$ cat config.mk
export PLATFORM = sky130hd
export DESIGN_NAME = icache
export DESIGN_NICKNAME = d
export VERILOG_FILES = /design/src/rtl/icache.sv
export SDC_FILE = /design/constraint.sdc
export NUM_CORES = 1
export LEC_CHECK = 0
export ABC_AREA = 1
export BUFFER_PORTS_ARGS = -buffer_cell sky130_fd_sc_hd__buf_2
export CAP_MARGIN = 10
export CORE_MARGIN = 3
export CORE_UTILIZATION = 50
export DETAILED_ROUTE_END_ITERATION = 7
export MAX_ROUTING_LAYER = met4
export PLACE_DENSITY = 0.74
export SLEW_MARGIN = 5
export SYNTH_ARGS = -nofsm -noshare
export SYNTH_HDL_FRONTEND = slang
export SYNTH_SLANG_ARGS = --single-unit
$ cat constraint.sdc
create_clock -name CLK -period 9.45 [get_ports CLK]
set_input_delay 0.945 -clock CLK [delete_from_list [all_inputs] [get_ports CLK]]
set_output_delay 0.945 -clock CLK [all_outputs]
set_load 0.1 [all_outputs]
$ cat src/rtl/icache.sv
// Direct-mapped, read-only instruction cache: same-cycle hits and single-word
// fills from memory on a miss. It also keeps saturating hit and miss counters.
module icache #(
  parameter int SETS  = 16,
  parameter int IDX_W = $clog2(SETS),
  parameter int TAG_W = 30 - IDX_W
) (
  input  logic        CLK,
  input  logic        nRST,
  input  logic        halt,
  input  logic        imemREN,
  input  logic [31:0] imemaddr,
  output logic        ihit,
  output logic [31:0] imemload,
  output logic        iREN,
  output logic [31:0] iaddr,
  input  logic        iwait,
  input  logic [31:0] iload,
  output logic [31:0] hit_count,
  output logic [31:0] miss_count,
  output logic        o_dbg_state
);

  // Handshake: the fill data on iload is taken in a FETCH cycle where iwait == 0.
  // Data is taken at the rising edge that ends that cycle, unless halt is also high.
  typedef enum logic {IDLE = 1'b0, FETCH = 1'b1} state_t;

  state_t             r_state;
  state_t             w_next;
  logic [SETS-1:0]    r_valid;
  logic [TAG_W-1:0]   r_tag  [SETS];
  logic [31:0]        r_data [SETS];
  logic [31:0]        r_miss_addr;
  logic [31:0]        r_hit_cnt;
  logic [31:0]        r_miss_cnt;

  logic [IDX_W-1:0]   w_idx;
  logic [TAG_W-1:0]   w_tag;
  logic [IDX_W-1:0]   w_fill_idx;
  logic [TAG_W-1:0]   w_fill_tag;
  logic               w_lookup;
  logic               w_hit;
  logic               w_miss;
  logic               w_fill;
  logic               w_unused;

  assign w_idx      = imemaddr[IDX_W+1:2];
  assign w_tag      = imemaddr[31:IDX_W+2];
  assign w_fill_idx = r_miss_addr[IDX_W+1:2];
  assign w_fill_tag = r_miss_addr[31:IDX_W+2];
  assign w_unused   = ^{imemaddr[1:0], r_miss_addr[1:0]};

  assign w_lookup = imemREN && !halt && (r_state == IDLE);
  assign w_hit    = w_lookup && r_valid[w_idx] && (r_tag[w_idx] == w_tag);
  assign w_miss   = w_lookup && !w_hit;
  // halt takes priority over a completing fill, so an aborted fetch never writes.
  assign w_fill   = (r_state == FETCH) && !halt && !iwait;

  always_ff @(posedge CLK or negedge nRST) begin
    if (!nRST) begin
      r_state <= IDLE;
    end else begin
      r_state <= w_next;
    end
  end

  always_comb begin
    w_next = r_state;
    case (r_state)
      IDLE:    if (w_miss) w_next = FETCH;
      FETCH:   if (halt || !iwait) w_next = IDLE;
      default: w_next = IDLE;
    endcase
  end

  always_comb begin
    ihit        = w_hit;
    imemload    = w_hit ? r_data[w_idx] : 32'h0;
    iREN        = (r_state == FETCH);
    iaddr       = r_miss_addr;
    o_dbg_state = r_state;
  end

  always_ff @(posedge CLK or negedge nRST) begin
    if (!nRST) begin
      r_valid     <= '0;
      r_miss_addr <= 32'h0;
      r_hit_cnt   <= 32'h0;
      r_miss_cnt  <= 32'h0;
    end else begin
      if (w_miss) begin
        r_miss_addr <= {imemaddr[31:2], 2'b00};
      end
      if (w_fill) begin
        r_valid[w_fill_idx] <= 1'b1;
      end
      if (w_hit && (r_hit_cnt != 32'hFFFF_FFFF)) begin
        r_hit_cnt <= r_hit_cnt + 32'd1;
      end
      if (w_miss && (r_miss_cnt != 32'hFFFF_FFFF)) begin
        r_miss_cnt <= r_miss_cnt + 32'd1;
      end
    end
  end

  // Tag and data arrays need no reset: the valid bits gate every use of them.
  always_ff @(posedge CLK) begin
    if (w_fill) begin
      r_tag[w_fill_idx]  <= w_fill_tag;
      r_data[w_fill_idx] <= iload;
    end
  end

  assign hit_count  = r_hit_cnt;
  assign miss_count = r_miss_cnt;

endmodule
==> results of run 1 <==
==> per-layer routing <==
| metal | up-vias | track usage |
|---|---|---|
| met3 | 227 | 0.0374 |
| met4 | 0 | 0.0842 |
| li1 | 14200 | - |
| met5 | - | - |
| met1 | 15000 | 0.325 |
| met2 | 1451 | 0.400 |
==> worst paths after layout <==
kind / end / depth (start not counted)
worst max register to register: r_tag[3][3]$_DFFE_PP_ / 5
min in group CLK: r_valid[3]$_DFFE_PN0P_ / 2
worst max-delay path: imemload[0] / 18
max in group asynchronous: iaddr[24]$_DFFE_PN0P_ / 2
worst min register to register: r_valid[3]$_DFFE_PN0P_ / 2
worst min-delay path: hit_count[28]$_DFFE_PN0P_ / 1
==> kinds of logic after synthesis <==
group,Yosys count,share of synthesized area
and+or+nand+nor,1926,0.186
DFF,1039,0.690
buffers and inverters,539,0.0534
AOI/OAI and AO/OA,451,0.0626
xor gates and xnor gates,37,0.00729
adders and majority gates,2,0.000563
other,1,0.0000844
==> stage by stage <==
step	hold WS, ps	instance area, um2
after floorplan	428	44400
after global placement	439	46100
after detailed placement	445	46100
after CTS	273	49400
after global routing	304	49500
final	295	49500
==> layout make-up <==
type                       count  area [um2]
fill                        7008       38000
sequential                  1039       30600
multi-input combinational   2418       11500
clock buffer                 128        2710
tap                         1155        1450
timing repair buffer         235        1330
inverter                     311        1190
clock inverter                59         586
antenna                        9        22.5
==> synth_stat cells, types with 2 or more instances <==
library cell and count:
sky130_fd_sc_hd__xnor2_1 9, sky130_fd_sc_hd__nor3_1 73, sky130_fd_sc_hd__a311oi_1 23, sky130_fd_sc_hd__nand4_1 77
sky130_fd_sc_hd__inv_4 2, sky130_fd_sc_hd__or2_2 11, sky130_fd_sc_hd__nand2_1 1191, sky130_fd_sc_hd__or2_1 2
sky130_fd_sc_hd__nor3_2 30, sky130_fd_sc_hd__buf_1 24, sky130_fd_sc_hd__o211ai_1 17, sky130_fd_sc_hd__ha_1 2
sky130_fd_sc_hd__a221oi_1 105, sky130_fd_sc_hd__nand3b_1 2, sky130_fd_sc_hd__dfrtp_1 111, sky130_fd_sc_hd__buf_6 27
sky130_fd_sc_hd__nand3_1 359, sky130_fd_sc_hd__inv_2 2, sky130_fd_sc_hd__nor3b_1 2, sky130_fd_sc_hd__clkbuf_1 108
sky130_fd_sc_hd__nand2_4 2, sky130_fd_sc_hd__buf_4 23, sky130_fd_sc_hd__nor2_1 158, sky130_fd_sc_hd__a21oi_1 236
sky130_fd_sc_hd__o21ai_0 46, sky130_fd_sc_hd__nor2_4 4, sky130_fd_sc_hd__xor2_1 28, sky130_fd_sc_hd__inv_1 306
sky130_fd_sc_hd__edfxtp_1 928, sky130_fd_sc_hd__buf_2 46, sky130_fd_sc_hd__o21ai_1 24, sky130_fd_sc_hd__nor4_1 11
==> where the power goes <==
part           switching [W]  internal (W)  leakage (nW)
registers           0.000116       0.00513          9.82
logic               0.000659      0.000173          7.83
clock network        0.00170       0.00230          1.59
total                0.00247       0.00761          19.2
==> worst register-to-register path: cells and delay by family (launching register included) <==
family / cells / cell delay [ps]
flops: 1 / 390
simple gates: 3 / 1960
buf+inv: 2 / 900
==> flip-flops by register name (all words and copies together), names as in the netlist <==
register    count
r_tag         416
r_data        512
iREN            1
hit_count      32
miss_count     32
r_valid        16
iaddr          30
==> cells in the final DEF (no fill, tap or decap), types with 23 or more instances in the layout <==
cell type and instances:
sky130_fd_sc_hd__nor3_1 73, sky130_fd_sc_hd__a21oi_1 236, sky130_fd_sc_hd__nand4_1 77, sky130_fd_sc_hd__clkbuf_16 102, sky130_fd_sc_hd__nor3_2 30, sky130_fd_sc_hd__nor2_1 142, sky130_fd_sc_hd__xor2_1 28, sky130_fd_sc_hd__buf_2 190
sky130_fd_sc_hd__inv_1 305, sky130_fd_sc_hd__nand2_1 1191, sky130_fd_sc_hd__dfrtp_1 111, sky130_fd_sc_hd__a221oi_1 105, sky130_fd_sc_hd__edfxtp_1 928, sky130_fd_sc_hd__nand3_1 359, sky130_fd_sc_hd__o21ai_1 24, sky130_fd_sc_hd__buf_4 41
sky130_fd_sc_hd__a311oi_1 23, sky130_fd_sc_hd__o21ai_0 46
==> Implementation_results.wiki, run 1 <==
{| class="wikitable"
! Metric !! Value
|-
| Endpoint kind of the worst setup timing path || output pin
|-
| Final WL || 115000 um
|-
| Register bit total from synthesis || 1039
|-
| Kind of start point of the critical path || input port
|-
| Result of the run || complete, no violations
|-
| Clock-pin slew reported for the worst setup and hold paths after clock tree synthesis || 60 ps
|-
| Cell Pwr Density || 204 mW/mm2
|-
| Setup repair after global routing missed its margin || false
|-
| Count of distinct cell types in the synthesized netlist || 38
|-
| Fraction of registers with async set or reset after synthesis || 0.107
|-
| Slew Limit Fails || 0
|-
| Start point of the critical path || imemaddr[2]
|-
| Final setup violation count || 0
|-
| Vertical die dimension || 304 um
|-
| Worst max-slew margin expressed relative to the limit || 0.213
|-
| HPWL Detailed || 60100 um
|-
| Flip-flop cell with the highest count after synthesis || sky130_fd_sc_hd__edfxtp_1
|-
| Placed cells || 5158
|-
| CTS tree || built
|-
| Later-pin clock latency in the skew report || 670 ps
|-
| Met2 WL post-DR || 55800 um
|-
| Fraction of final layout cells with drive strength greater than 1 || 0.108
|-
| Leakage power || 19.2 nW
|-
| Number of nets with antenna violations after routing || 0
|-
| Global-route usage over all layers || 0.248
|-
| Hold buffers post-CTS || 0
|-
| Worst hold path type || in2async
|-
| DRC violations left || 0
|-
| Floorplan Core Area || 0.0874 mm2
|-
| Synth-to-layout area growth || 11.3%
|-
| Critical path data required time || 8510 ps
|-
| R2r setup slk || 5760 ps
|-
| Metal3 WL || 10000 um
|-
| Uppermost signal routing layer after detailed routing || met4
|-
| Drt via density || 5.76
|-
| Ys Warns || 0
|-
| Slew of the pin with the lowest slew margin || 1180 ps
|-
| Final worst path period share || 0.700
|-
| Synth area leaders || sky130_fd_sc_hd__edfxtp_1 (63%), sky130_fd_sc_hd__nand2_1 (10%), sky130_fd_sc_hd__dfrtp_1 (6.3%)
|-
| Pre-Repair DR Iteration Count || 6
|-
| Post-synth EDFFs || 928
|-
| Antenna violations before repair || 10
|-
| Wirelength per Cell || 21.4 um
|-
| Post-synthesis cell type with the largest combined area || sky130_fd_sc_hd__edfxtp_1
|-
| Total power || 0.0101 W
|-
| Cell Chain, Critical Path || buf_8 > buf_12 > nand2_1 > nand3_1 > nand3_1 > nand3_1 > nand2_1 > nand2_1 > nand2_1 > nor2_1 > nand2_1 > nor2_1 > nand2_1 > nor2_4 > inv_2 > buf_4 > nor3_1 > buf_2
|-
| Worst setup slack after layout || 2840 ps
|-
| PortBufs || 195
|-
| Io pins || 200
|-
| Count of cells resized by post-cts repair || 0
|-
| Die outline area || 0.0925 mm2
|-
| Maximum number of pins on one net before global-route repair || 224
|-
| Initial core utilization || 0.508
|-
| Standard-cell rows || 108
|-
| Setup TNS Final || 0 ps
|-
| Sinks on the clock net || 1039
|-
| Chip width || 304 um
|-
| Fin Clk Skew || 30.2 ps
|-
| Worst IR Drop VDD || 0.181 mV
|-
| Critical Path Max Stage Delay || 630 ps
|-
| Via count of the first global-routing pass || 29200
|-
| Clock buffer count from CTS || 100
|-
| Average size of a mapped cell || 11.1 um2
|-
| Master of the slowest instance on the critical path || sky130_fd_sc_hd__buf_12
|-
| Post-layout min period || 6610 ps
|-
| Total number of vias || 30800
|-
| Worst-case clock buffer depth || 3
|-
| Pre-CTS WS || 3100 ps
|-
| Sequential share of the synthesized area || 0.690
|-
| Portion of synthesized cell area occupied by the leading cell type || 0.627
|-
| H-tree depth || 3
|-
| Mapped Cells || 3995
|-
| Post-CTS Setup Inserts || 0
|-
| Number of buffers and inverters on the critical path || 5
|-
| Most frequent cell on the critical path || sky130_fd_sc_hd__nand2_1
|-
| Net count, final || 4176
|-
| Reg-to-reg critical path startpoint || iREN$_DFF_PN0_
|-
| Fmax || 0.151 GHz
|-
| Critical Path AT || 5670 ps
|-
| Max cap viols || 0
|-
| CP top delay family || simple AND/OR/NAND/NOR gates
|-
| Met1 routed wirelength after detailed routing || 45600 um
|-
| Placer Congestion || 0.923
|-
| Post-route non-filler standard cell count || 5354
|-
| Clock Tree Root || sky130_fd_sc_hd__clkbuf_16
|-
| Highest fanout seen on the critical path || 223
|-
| Post-Syn Area || 0.0444 mm2
|-
| First-pass GRT wire length || 173000 um
|-
| Post-Route Utilization || 0.566
|-
| Number of hold-slack violations in the final timing report || 0
|-
| DRC violation total after the first TritonRoute iteration || 3255
|-
| Remaining Overflow, GRT || 0
|-
| CP Class || in2out
|}
Power figures use the tool's default switching activity.
==> run 2, diff against run 1 <==
- PLACE_DENSITY: 0.74 -> 0.77
- clock period: 9.45 -> 5.62 ns (I/O delays scaled with it)
==> run 2 against run 1 <==
Net effect: worst hold slack lost 130 ps; global-route usage grew 0.61 points; register-to-register slack got worse by 3500 ps; largest power group unchanged; sequential share of layout area shrank 1.1 points; clock power rose by 71%; critical path depth is 3 lower; setup slack got worse by 2000 ps; total power rose by 70%; non-clock buffer count increased by 19; count of clock-buffer cells in the layout fell by 4; sequential power rose by 68%.
==> Implementation_results.wiki, run 2 (same netlist as run 1, synthesis figures left out) <==
{| class="wikitable"
! Metric !! Value
|-
| Result of the run || complete, no violations
|-
| HPWL Detailed || 63400 um
|-
| Met2 WL post-DR || 56800 um
|-
| Critical path data required time || 5060 ps
|-
| Later-pin clock latency in the skew report || 680 ps
|-
| Antenna violations before repair || 10
|-
| Flip-flop count of the largest register, all copies and words added || 512
|-
| DRC violation total after the first TritonRoute iteration || 3534
|-
| Number of hold-slack violations in the final timing report || 0
|-
| Registers with the most flip-flops || r_data x512, r_tag x416
|-
| Commonest non-fill, non-tap cell in the layout || sky130_fd_sc_hd__nand2_1
|-
| Global-route usage over all layers || 0.254
|-
| Worst IR Drop VDD || 0.287 mV
|-
| CP Class || in2out
|-
| Slew of the pin with the lowest slew margin || 1200 ps
|-
| Clock Tree Root || sky130_fd_sc_hd__clkbuf_16
|-
| Commonest cells after routing, fill and taps aside || sky130_fd_sc_hd__nand2_1 (1191), sky130_fd_sc_hd__edfxtp_1 (928), sky130_fd_sc_hd__nand3_1 (359)
|-
| Die outline area || 0.0925 mm2
|-
| Wirelength per Cell || 21.8 um
|-
| Kind of start point of the critical path || input port
|-
| Setup repair after global routing missed its margin || false
|-
| Placer Congestion || 0.927
|-
| DRC violations left || 0
|-
| Fmax || 0.209 GHz
|-
| Cell Pwr Density || 340 mW/mm2
|-
| Io pins || 200
|-
| Area of the multi-input gates || 0.0115 mm2
|-
| Pre-Repair DR Iteration Count || 6
|-
| Post-layout min period || 4780 ps
|-
| Clock-pin slew reported for the worst setup and hold paths after clock tree synthesis || 60 ps
|-
| PortBufs || 195
|-
| Drt via density || 5.84
|-
| Worst hold path type || in2reg
|-
| Sinks on the clock net || 1039
|-
| Final WL || 117000 um
|-
| Endpoint kind of the worst setup timing path || output pin
|-
| Fin Clk Skew || 28.7 ps
|-
| Maximum number of pins on one net before global-route repair || 186
|-
| Met1 routed wirelength after detailed routing || 45700 um
|-
| Synth-to-layout area growth || 13.3%
|-
| Number of nets with antenna violations after routing || 0
|-
| Total number of vias || 31400
|-
| Placed cells || 5176
|-
| Critical Path AT || 4210 ps
|-
| Clock buffer count from CTS || 100
|-
| First-pass GRT wire length || 178000 um
|-
| Leakage power || 19.5 nW
|-
| Largest register by flop count || r_data
|-
| Vertical die dimension || 304 um
|-
| Floorplan Core Area || 0.0874 mm2
|-
| Final setup violation count || 0
|-
| Final worst path period share || 0.850
|-
| Max cap viols || 0
|-
| Fraction of final layout cells with drive strength greater than 1 || 0.113
|-
| Worst-case clock buffer depth || 3
|-
| Count of cells resized by post-cts repair || 0
|-
| CTS tree || built
|-
| Chip width || 304 um
|-
| Area taken by flip-flops and latches || 0.0306 mm2
|-
| Slew Limit Fails || 0
|-
| Post-route non-filler standard cell count || 5375
|-
| Via count of the first global-routing pass || 30200
|-
| Remaining Overflow, GRT || 0
|-
| Highest fanout seen on the critical path || 185
|-
| Worst max-slew margin expressed relative to the limit || 0.200
|-
| Post-Route Utilization || 0.576
|-
| Standard-cell rows || 108
|-
| H-tree depth || 3
|-
| Metal3 WL || 10700 um
|-
| # fillers || 6829
|-
| Setup TNS Final || 0 ps
|-
| Uppermost signal routing layer after detailed routing || met4
|-
| Initial core utilization || 0.508
|-
| Net count, final || 4195
|}
-- run 2: cell types whose count changed in the layout (fill, tap and decap cells not counted), moves of 3 or more --
cell / delta
sky130_fd_sc_hd__buf_12: +46
sky130_fd_sc_hd__buf_2: -33
sky130_fd_sc_hd__clkinv_2: +7
sky130_fd_sc_hd__clkinvlp_4: -7
sky130_fd_sc_hd__buf_4: +5
sky130_fd_sc_hd__inv_6: +4
sky130_fd_sc_hd__bufinv_16: +3
-- run 2: routing by layer --
layer | vias to the layer above | GRT usage
li1 | 14200 | -
met1 | 15300 | 0.332
met2 | 1580 | 0.406
met3 | 303 | 0.0397
met4 | 0 | 0.0933
met5 | - | -
-- run 2: layout make-up --
cell class              instances  area share
clock buffers                 124      0.0527
flip-flops and latches       1039       0.609
well taps                    1155      0.0287
repair buffers                254      0.0423
inverters                     311      0.0237
diodes                         10    0.000497
clock inverters                64      0.0140
multi-input cells            2418       0.229
-- run 2: repair_timing --
| action | in CTS | in global routing |
|---|---|---|
| endpoints found under the hold margin | 14 | 0 |
| buffers inserted | 0 | 0 |
| hold buffers | 1 | 0 |
-- run 2: worst paths after layout --
check | start | endpoint | slack [ps] | cells after the start
worst min register to register | r_valid[15]$_DFFE_PN0P_ | r_valid[15]$_DFFE_PN0P_ | 460 | 2
max in group asynchronous | nRST | miss_count[10]$_DFFE_PN0P_ | 3730 | 3
worst max-delay path | imemaddr[3] | imemload[0] | 840 | 15
worst max register to register | iREN$_DFF_PN0_ | r_tag[11][21]$_DFFE_PP_ | 2230 | 5
worst min-delay path | iwait | iREN$_DFF_PN0_ | 160 | 3
min in group asynchronous | nRST | hit_count[30]$_DFFE_PN0P_ | 520 | 2
-- run 2: worst max-delay path, stage by stage --
cell and delay (ps):
sky130_fd_sc_hd__buf_6 100, sky130_fd_sc_hd__buf_12 730, sky130_fd_sc_hd__nand3_1 180, sky130_fd_sc_hd__nand3_1 130, sky130_fd_sc_hd__nand3_1 140, sky130_fd_sc_hd__nand3_1 260, sky130_fd_sc_hd__nand2_1 80, sky130_fd_sc_hd__nor2_1 110
sky130_fd_sc_hd__nand2_1 50, sky130_fd_sc_hd__nor2_1 120, sky130_fd_sc_hd__nand2_1 110, sky130_fd_sc_hd__nor2_4 160, sky130_fd_sc_hd__inv_2 350, sky130_fd_sc_hd__nor3_1 730, sky130_fd_sc_hd__buf_12 260
-- run 2: metrics by stage --
step | setup WS, ps | hold WS, ps | cell area (um2) | power, W
after floorplan | 422 | 266 | 44400 | 0.00994
after global placement | 1010 | 438 | 46900 | 0.0104
after detailed placement | 965 | 446 | 46900 | 0.0104
after CTS | 960 | 131 | 50300 | 0.0171
after global routing | 615 | 160 | 50300 | 0.0176
final | 845 | 161 | 50300 | 0.0171
-- run 2: where the power goes --
| group | switching (W) | leakage (nW) | internal (W) |
|---|---|---|---|
| combinational | 0.00112 | 8.05 | 0.000302 |
| clock | 0.00289 | 1.66 | 0.00396 |
| sequential | 0.000200 | 9.82 | 0.00863 |
| total | 0.00421 | 19.5 | 0.0129 |
